--- config.mk ---
export PLATFORM = sky130hd
export DESIGN_NAME = alu_stage
export DESIGN_NICKNAME = d
export VERILOG_FILES = /design/src/rtl/arm_pkg.sv /design/src/rtl/cond_check.sv /design/src/rtl/alu_stage.sv
export SDC_FILE = /design/constraint.sdc
export NUM_CORES = 1
export LEC_CHECK = 0
export ABC_AREA = 1
export BUFFER_PORTS_ARGS = -buffer_cell sky130_fd_sc_hd__buf_2
export CORE_AREA = 2 2 152 117
export DETAILED_ROUTE_END_ITERATION = 8
export DIE_AREA = 0 0 154 119
export GPL_TIMING_DRIVEN = 0
export PLACE_DENSITY = 0.65
export SYNTH_ARGS = -nofsm -noshare
export SYNTH_HDL_FRONTEND = slang
export SYNTH_SLANG_ARGS = --single-unit
export TNS_END_PERCENT = 100
--- constraint.sdc ---
create_clock -name clk -period 4.52 [get_ports clk]
set_input_delay 0.452 -clock clk [delete_from_list [all_inputs] [get_ports clk]]
set_output_delay 0.452 -clock clk [all_outputs]
set_load 0.05 [all_outputs]
--- src/rtl/arm_pkg.sv ---
// arm_pkg: shared ARM data-processing opcode and condition-code constants,
// plus small opcode classification helpers used by the execute stage.
package arm_pkg;

   typedef enum logic [3:0] {
      OP_AND = 4'h0,
      OP_EOR = 4'h1,
      OP_SUB = 4'h2,
      OP_RSB = 4'h3,
      OP_ADD = 4'h4,
      OP_ADC = 4'h5,
      OP_SBC = 4'h6,
      OP_RSC = 4'h7,
      OP_TST = 4'h8,
      OP_TEQ = 4'h9,
      OP_CMP = 4'hA,
      OP_CMN = 4'hB,
      OP_ORR = 4'hC,
      OP_MOV = 4'hD,
      OP_BIC = 4'hE,
      OP_MVN = 4'hF
   } opcode_e;

   typedef enum logic [3:0] {
      CC_EQ = 4'h0,
      CC_NE = 4'h1,
      CC_CS = 4'h2,
      CC_CC = 4'h3,
      CC_MI = 4'h4,
      CC_PL = 4'h5,
      CC_VS = 4'h6,
      CC_VC = 4'h7,
      CC_HI = 4'h8,
      CC_LS = 4'h9,
      CC_GE = 4'hA,
      CC_LT = 4'hB,
      CC_GT = 4'hC,
      CC_LE = 4'hD,
      CC_AL = 4'hE,
      CC_NV = 4'hF
   } cond_e;

   // Compare/test ops set flags but never write the register file.
   function automatic logic is_test(opcode_e op);
      return op inside {OP_TST, OP_TEQ, OP_CMP, OP_CMN};
   endfunction

endpackage

--- src/rtl/cond_check.sv ---
// cond_check: combinational ARM condition evaluator.
// Ports: cond (condition field), nzcv ({N,Z,C,V}), pass (condition met).
module cond_check
   import arm_pkg::*;
(
   input  logic [3:0] cond,
   input  logic [3:0] nzcv,
   output logic       pass
);

   logic w_n;
   logic w_z;
   logic w_c;
   logic w_v;

   assign w_n = nzcv[3];
   assign w_z = nzcv[2];
   assign w_c = nzcv[1];
   assign w_v = nzcv[0];

   always_comb begin
      pass = 1'b0;
      unique case (cond_e'(cond))
         CC_EQ: pass = w_z;
         CC_NE: pass = !w_z;
         CC_CS: pass = w_c;
         CC_CC: pass = !w_c;
         CC_MI: pass = w_n;
         CC_PL: pass = !w_n;
         CC_VS: pass = w_v;
         CC_VC: pass = !w_v;
         CC_HI: pass = w_c && !w_z;
         CC_LS: pass = !w_c || w_z;
         CC_GE: pass = (w_n == w_v);
         CC_LT: pass = (w_n != w_v);
         CC_GT: pass = !w_z && (w_n == w_v);
         CC_LE: pass = w_z || (w_n != w_v);
         CC_AL: pass = 1'b1;
         CC_NV: pass = 1'b0;
      endcase
   end

endmodule

--- src/rtl/alu_stage.sv ---
// alu_stage: one-cycle ARM data-processing execute stage with valid/ready
// handshake, condition check, flag register and register-file write request.
// Ports: clk/reset_n, upstream valid_in/ready_in + opcode, cond, s_bit, rd_in,
// op_a, op_b, shift_carry; downstream valid_out/ready_out + result, rd_out,
// wr_en, exec_out; nzcv is the architectural flag register {N,Z,C,V}.
module alu_stage
   import arm_pkg::*;
#(
   parameter int DATA_W = 32
) (
   input  logic              clk,
   input  logic              reset_n,
   input  logic              valid_in,
   output logic              ready_in,
   input  logic [3:0]        opcode,
   input  logic [3:0]        cond,
   input  logic              s_bit,
   input  logic [3:0]        rd_in,
   input  logic [DATA_W-1:0] op_a,
   input  logic [DATA_W-1:0] op_b,
   input  logic              shift_carry,
   output logic              valid_out,
   input  logic              ready_out,
   output logic [DATA_W-1:0] result,
   output logic [3:0]        rd_out,
   output logic              wr_en,
   output logic              exec_out,
   output logic [3:0]        nzcv
);

   logic              r_valid;
   logic [DATA_W-1:0] r_result;
   logic [3:0]        r_rd;
   logic              r_wr_en;
   logic              r_exec;
   logic [3:0]        r_nzcv;

   logic              w_accept;
   logic              w_exec;
   logic              w_test;
   logic              w_upd;
   opcode_e           w_op;
   logic              w_arith;
   logic [DATA_W-1:0] w_x;
   logic [DATA_W-1:0] w_y;
   logic              w_cin;
   logic [DATA_W-1:0] w_logic;
   logic [DATA_W:0]   w_sum;
   logic [DATA_W-1:0] w_res;
   logic [3:0]        w_flags;

   assign ready_in = !r_valid || ready_out;
   assign w_accept = valid_in && ready_in;

   cond_check u_cond (
      .cond (cond),
      .nzcv (r_nzcv),
      .pass (w_exec)
   );

   // Subtractions are folded into one adder as x + ~y + cin, so the
   // adder carry-out is directly the ARM "not borrow" C flag.
   always_comb begin
      w_op    = opcode_e'(opcode);
      w_arith = 1'b0;
      w_x     = op_a;
      w_y     = op_b;
      w_cin   = 1'b0;
      w_logic = '0;
      unique case (w_op)
         OP_AND, OP_TST: w_logic = op_a & op_b;
         OP_EOR, OP_TEQ: w_logic = op_a ^ op_b;
         OP_ORR:         w_logic = op_a | op_b;
         OP_MOV:         w_logic = op_b;
         OP_BIC:         w_logic = op_a & ~op_b;
         OP_MVN:         w_logic = ~op_b;
         OP_SUB, OP_CMP: begin
            w_arith = 1'b1;
            w_y     = ~op_b;
            w_cin   = 1'b1;
         end
         OP_RSB: begin
            w_arith = 1'b1;
            w_x     = op_b;
            w_y     = ~op_a;
            w_cin   = 1'b1;
         end
         OP_ADD, OP_CMN: w_arith = 1'b1;
         OP_ADC: begin
            w_arith = 1'b1;
            w_cin   = r_nzcv[1];
         end
         OP_SBC: begin
            w_arith = 1'b1;
            w_y     = ~op_b;
            w_cin   = r_nzcv[1];
         end
         OP_RSC: begin
            w_arith = 1'b1;
            w_x     = op_b;
            w_y     = ~op_a;
            w_cin   = r_nzcv[1];
         end
      endcase
      w_sum = {1'b0, w_x} + {1'b0, w_y}
            + {{DATA_W{1'b0}}, w_cin};
      w_res = w_arith ? w_sum[DATA_W-1:0] : w_logic;
      w_flags[3] = w_res[DATA_W-1];
      w_flags[2] = (w_res == '0);
      w_flags[1] = w_arith ? w_sum[DATA_W] : shift_carry;
      w_flags[0] = w_arith
                 ? ((w_x[DATA_W-1] == w_y[DATA_W-1])
                    && (w_res[DATA_W-1] != w_x[DATA_W-1]))
                 : r_nzcv[0];
   end

   assign w_test = is_test(w_op);
   assign w_upd  = w_accept && w_exec && (s_bit || w_test);

   always_ff @(posedge clk) begin
      if (!reset_n) begin
         r_valid  <= 1'b0;
         r_result <= '0;
         r_rd     <= '0;
         r_wr_en  <= 1'b0;
         r_exec   <= 1'b0;
         r_nzcv   <= '0;
      end else begin
         if (w_accept) begin
            r_valid  <= 1'b1;
            r_result <= w_exec ? w_res : '0;
            r_rd     <= rd_in;
            r_wr_en  <= w_exec && !w_test;
            r_exec   <= w_exec;
         end else if (ready_out) begin
            r_valid  <= 1'b0;
         end
         if (w_upd) begin
            r_nzcv <= w_flags;
         end
      end
   end

   assign valid_out = r_valid;
   assign result    = r_result;
   assign rd_out    = r_rd;
   assign wr_en     = r_wr_en;
   assign exec_out  = r_exec;
   assign nzcv      = r_nzcv;

endmodule

==> results.sh, run 1 <==
export IMPL_cpMostUsedCell="nand2_1"
export IMPL_drtIter0Drc=1003
export IMPL_path_delay_family="simple AND/OR/NAND/NOR gates"
export IMPL_initial_core_util=0.436
export IMPL_p_seq_frac=0.209
export IMPL_skew_ns=0.00439
export IMPL_worstSetupPathType="in -> reg"
export IMPL_netlist_instances=1415
export IMPL_power_frac_comb=0.605
export IMPL_drc=0
export IMPL_fin_crit_sh=0.936
export IMPL_hold_path_depth=3
export IMPL_internal_power_uw=975
export IMPL_drt_total_wl_um=29700
export IMPL_ys_top_cells_by_area="nand2_1 26%, dfxtp_1 12%, inv_1 11%"
export IMPL_whs_ns=0.418
export IMPL_antenna_left=0
export IMPL_multi_input_area_um2=5520
export IMPL_synthDistinctLibCells=42
export IMPL_setup_viol=0
export IMPL_final_nets=1694
export IMPL_reg2reg_from="nzcv[1]"
export IMPL_clkSinkCount=43
export IMPL_vias_per_cell=5.48
export IMPL_cts_root_buf="clkbuf_16"
export IMPL_die_area_um2=18300
export IMPL_slew_headroom=0.507
export IMPL_crit_buf_inv=6
export IMPL_synth_top_flop_cell="dfxtp_1"
export IMPL_status="complete, no violations"
export IMPL_grt_pass1_vias=8597
export IMPL_grt_busiest_layer="met2"
export IMPL_grtUsageTotal=0.315
export IMPL_p_leak_uw=0.00462
export IMPL_detailed_place_hpwl_um=24100
export IMPL_met2_usage=0.462
export IMPL_antenna_found_initial=0
export IMPL_synth_fp_nets=1562
export IMPL_fmax_mhz=236
export IMPL_pwr_share_clk=0.186
export IMPL_clk_latency_ns=0.29
export IMPL_critPathCaptureType="register"
export IMPL_first_pass_iters=6
export IMPL_finalHoldViolations=0
export IMPL_worstSetupStartpointType="primary input"
export IMPL_syn_area_um2=7450
export IMPL_cap_violations=0
export IMPL_placementRows=42
export IMPL_yosysMostFrequentCell="nand2_1"
export IMPL_arrival_ns=4.45
export IMPL_ios=126
export IMPL_fill_cells=1925
export IMPL_power_switching_uw=1030
export IMPL_tightest_slew_ns=0.739
export IMPL_min_path_type="in -> reg"
export IMPL_power_density_nw_per_um2=235
export IMPL_cp_depth=25
export IMPL_ys_ff_latch=43
export IMPL_async_reset_ff_frac=0
export IMPL_vias=9686
export IMPL_report_final_slew_viol_count=0
export IMPL_p_total_uw=2000
export IMPL_grt_overflow=0
export IMPL_finalInstanceArea_um2=8530
export IMPL_ff2ff_path_depth=20
export IMPL_vdd_drop_max_mv=0.142
export IMPL_yosysWarningCount=0
export IMPL_synthTopCellsByCount="508 x nand2_1, 216 x inv_1, 122 x nor2_1, 108 x nand3_1, 96 x a21oi_1"
export IMPL_numCtsBuffers=5
export IMPL_synth_area_per_cell_um2=5.27
export IMPL_areaGrowthSynthToFinish_pct=14.4
export IMPL_fp_coreArea_um2=17100
export IMPL_cts_tree="yes"
export IMPL_worstHoldStart="rd_in[1]"
export IMPL_grt_pass1_wl_um=45300
export IMPL_synth_edf_count=0
export IMPL_reg2reg_to="nzcv[2]"
export IMPL_clockBufferDepth=2
export IMPL_ff_latch_area_um2=861
export IMPL_p_sw_frac=0.514
export IMPL_yosysSeqAreaShare=0.115
export IMPL_place_area_um2=8350
export IMPL_slowest_delay_ns=0.45
export IMPL_cts_hold_buf=0
export IMPL_grt_max_degree=16
export IMPL_required_ns=4.75
export IMPL_final_layout_size_suffix_gt1_frac=0.112
export IMPL_period_minus_slack_ns=4.23
export IMPL_die_y_um=119
export IMPL_io_buffers=124
export IMPL_ff2ff_setup_slack_ns=0.54
export IMPL_clk_pin_slew_ns=0.06
export IMPL_wl_per_cell_um=16.8
export IMPL_gp_congestion=0.980
export IMPL_worstHoldEndpoint="rd_out[1]"
export IMPL_cp_max_fo=10
export IMPL_yosysTopAreaCell="nand2_1"
export IMPL_htreeDepth=2
export IMPL_grtUsageMet1=0.458
export IMPL_synth_top_cell_area_share=0.256
export IMPL_grt_met3_usage=0.0546
export IMPL_critPathSlowestCell="fa_1"
export IMPL_die_w_um=154
export IMPL_rsz0062_at_grt="no"
export IMPL_antenna_cells=0
## sequential cells by signal (all words and copies together) (netlist names)
name	cells
wr_en	1
rd_out	4
valid_out	1
result	32
exec_out	1
nzcv	4
## logic make-up after synthesis
logic type,after synthesis,synth area share
AOI/OAI and AO/OA,238,0.188
xor gates and xnor gates,7,0.00823
adders and majority gates,65,0.111
buffers and inverters,273,0.144
DFF,43,0.115
and+or+nand+nor,789,0.433
## worst min-delay path, stage by stage
cell     delay (ns)
buf_2          0.07
o21ai_0        0.07
nor2_1         0.08
## routing by layer
layer	part of all wire	vias up
li1	-	4857
met1	0.46	4280
met2	0.40	492
met3	0.098	57
met4	0.039	0
met5	0	-
## layout by cell type (no fill, tap or decap), types with 4 or more instances in the layout
master and n:
xor2_1 7, buf_2 137, nor3_1 11, nand4_1 22, ha_1 63, a21oi_1 96, clkbuf_16 5, o2111ai_1 7
nand3b_1 7, o22ai_1 4, o211ai_1 6, o221ai_1 32, clkbuf_1 25, inv_1 216, nor2_1 121, nand2_1 508
o21ai_0 76, inv_2 5, nand3_1 108, clkbuf_2 4, dfxtp_1 43
## per-stage QoR
step / TNS (ns) / instances / setup WS (ns) / util
after detailed placement: -0.927 / 1759 / -0.466 / 0.489
after CTS: 0 / 1767 / 0.113 / 0.498
after global placement: -0.913 / 1759 / -0.429 / 0.489
after floorplan: 0 / 1415 / 1.12 / -
final: 0 / 1768 / 0.291 / 0.499
after global routing: 0 / 1768 / 0.00106 / 0.499
## power by group through the flow
stage	registers [uW]	clock network [uW]	logic, uW
CTS	419	377	1180
global placement	427	0	1170
detailed placement	427	0	1180
floorplan	516	0	733
global route	422	393	1340
finish	419	373	1210
## worst max-delay path by stage
stage	startpoint	end	slack, ns
after detailed placement	opcode[0]	nzcv[2]	-0.47
final	opcode[0]	nzcv[2]	0.29
after floorplan	opcode[0]	nzcv[2]	1.12
after global routing	opcode[0]	nzcv[2]	0.001
after CTS	opcode[0]	nzcv[2]	0.11
after global placement	opcode[0]	nzcv[2]	-0.43
## repair_timing
action                                 4_1_cts  5_1_grt
pin swaps                                    0        1
setup endpoints to repair                    1        3
endpoints found under the hold margin        0        0
buffers inserted                             0        1
gates resized for setup                      2       15
## cell type report
class,instances,share of cell area
inverters,223,0.0989
repair buffers,125,0.0737
well taps,220,0.0323
plain buffers,50,0.0289
flip-flops and latches,43,0.101
multi-input cells,1099,0.648
clock buffers,5,0.0147
clock inverters,3,0.00279
Power figures use the tool's default switching activity.
==> run 2, diff against run 1 <==
- RECOVER_POWER: default -> 100
==> run 2 against run 1 <==
Effect of this change:
- first-iteration DRC count up 1.1%
- final area down 0.70%
- sequential cell count unchanged
- largest power group unchanged
==> results.sh, run 2 (synthesized netlist as in run 1, its figures left out) <==
export IMPL_status="complete, no violations"
export IMPL_numCtsBuffers=5
export IMPL_gp_congestion=0.980
export IMPL_final_layout_size_suffix_gt1_frac=0.0820
export IMPL_fin_cells=1768
export IMPL_cts_tree="yes"
export IMPL_hold_path_depth=3
export IMPL_worstHoldStart="rd_in[1]"
export IMPL_ios=126
export IMPL_skew_ns=0.00514
export IMPL_vias=9693
export IMPL_die_area_um2=18300
export IMPL_antenna_cells=0
export IMPL_worstHoldEndpoint="rd_out[1]"
export IMPL_wl_per_cell_um=16.8
export IMPL_fmax_mhz=236
export IMPL_grt_pass1_vias=8597
export IMPL_cap_violations=0
export IMPL_final_cell_mix="508 x nand2_1, 216 x inv_1, 121 x nor2_1"
export IMPL_clockBufferDepth=2
export IMPL_arrival_ns=4.46
export IMPL_ff2ff_path_depth=20
export IMPL_worstSetupPathType="in -> reg"
export IMPL_worstSetupStartpointType="primary input"
export IMPL_slew_headroom=0.519
export IMPL_reg2reg_from="nzcv[1]"
export IMPL_vias_per_cell=5.48
export IMPL_required_ns=4.75
export IMPL_ff_latch_area_um2=861
export IMPL_largest_reg_flops=32
export IMPL_setup_viol=0
export IMPL_finalHoldViolations=0
export IMPL_drtIter0Drc=1014
export IMPL_grtUsageTotal=0.315
export IMPL_first_pass_iters=6
export IMPL_cp_max_fo=10
export IMPL_die_y_um=119
export IMPL_critPathSlowestCell="ha_1"
export IMPL_multi_input_area_um2=5520
export IMPL_clkSinkCount=43
export IMPL_whs_ns=0.416
export IMPL_fp_coreArea_um2=17100
export IMPL_grt_pass1_wl_um=45300
export IMPL_slowest_delay_ns=0.32
export IMPL_drt_total_wl_um=29700
export IMPL_min_path_type="in -> reg"
export IMPL_report_final_slew_viol_count=0
export IMPL_post_route_util=0.496
export IMPL_period_minus_slack_ns=4.24
export IMPL_rsz0062_at_grt="no"
export IMPL_tightest_slew_ns=0.722
export IMPL_fin_crit_sh=0.937
export IMPL_drc=0
export IMPL_areaGrowthSynthToFinish_pct=13.6
export IMPL_cpMostUsedCell="nand2_1"
export IMPL_cts_root_buf="clkbuf_16"
export IMPL_placementRows=42
export IMPL_power_density_nw_per_um2=236
export IMPL_clk_latency_ns=0.30
export IMPL_crit_buf_inv=6
export IMPL_ff2ff_setup_slack_ns=0.63
export IMPL_fill_cells=1951
export IMPL_grt_overflow=0
export IMPL_p_leak_uw=0.00444
export IMPL_htreeDepth=2
export IMPL_io_buffers=124
export IMPL_clk_pin_slew_ns=0.06
export IMPL_placed_cells=1759
export IMPL_path_delay_family="simple AND/OR/NAND/NOR gates"
export IMPL_detailed_place_hpwl_um=24100
export IMPL_critPathCaptureType="register"
export IMPL_layout_commonest_cell="nand2_1"
export IMPL_p_total_uw=2000
export IMPL_antenna_left=0
export IMPL_final_nets=1694
export IMPL_die_w_um=154
export IMPL_cts_hold_buf=0
export IMPL_initial_core_util=0.436
export IMPL_grt_max_degree=16
export IMPL_reg2reg_to="nzcv[2]"
export IMPL_antenna_found_initial=0
export IMPL_vdd_drop_max_mv=0.143
-- run 2: cell types whose count changed in the layout (fill, tap and decap cells not counted), sizes merged --
cell | before | now
buf | 144 | 98
clkbuf | 36 | 82
-- run 2: metal layers --
layer / part of all wire / GRT usage / vias to the layer above
li1: - / - / 4847
met1: 0.46 / 0.458 / 4302
met2: 0.41 / 0.462 / 483
met3: 0.099 / 0.0546 / 61
met4: 0.040 / 0.118 / 0
met5: 0 / 0 / -
-- run 2: worst max-delay path by stage --
| stage | cells past startpoint | from | end | slack, ns |
|---|---|---|---|---|
| 2_1_floorplan | 24 | opcode[0] | nzcv[2] | 1.12 |
| 3_3_place_gp | 26 | opcode[0] | nzcv[2] | -0.43 |
| 3_5_place_dp | 26 | opcode[0] | nzcv[2] | -0.47 |
| 4_1_cts | 25 | opcode[0] | nzcv[2] | 0.11 |
| 5_1_grt | 26 | opcode[0] | nzcv[2] | 0.02 |
| 6_report | 25 | opcode[0] | nzcv[2] | 0.28 |
-- run 2: metrics by stage --
step                      cell area [um2]  setup WS, ns  TNS [ns]
after global routing                 8470        0.0154         0
after detailed placement             8350        -0.466    -0.927
final                                8470         0.284         0
after CTS                            8500         0.113         0
after global placement               8350        -0.429    -0.913
after floorplan                      7450          1.12         0
-- run 2: area by class of cell --
class / instances / share of cell area
Buffer: 50 / 0.0290
Clock buffer: 5 / 0.0148
Clock inverter: 3 / 0.00281
Inverter: 223 / 0.0996
Multi-Input combinational cell: 1099 / 0.652
Sequential cell: 43 / 0.102
Tap cell: 220 / 0.0325
Timing Repair Buffer: 125 / 0.0675
-- run 2: report_power, final --
part,leakage (uW),switching (uW),internal (uW),total (uW)
logic,0.00402,849,355,1200
clock network,0.0000664,169,207,376
registers,0.000351,15.2,405,420
total,0.00444,1030,967,2000
-- run 2: repair_timing --
| action | CTS | global route |
|---|---|---|
| endpoints found under the setup margin | 1 | 3 |
| buffers inserted | 0 | 1 |
| resized for setup | 2 | 15 |
| pin swaps | 0 | 1 |
-- run 2: worst min-delay path, cell delays in order --
cell and delay, ns:
buf_2 0.07, o21ai_0 0.07, nor2_1 0.08
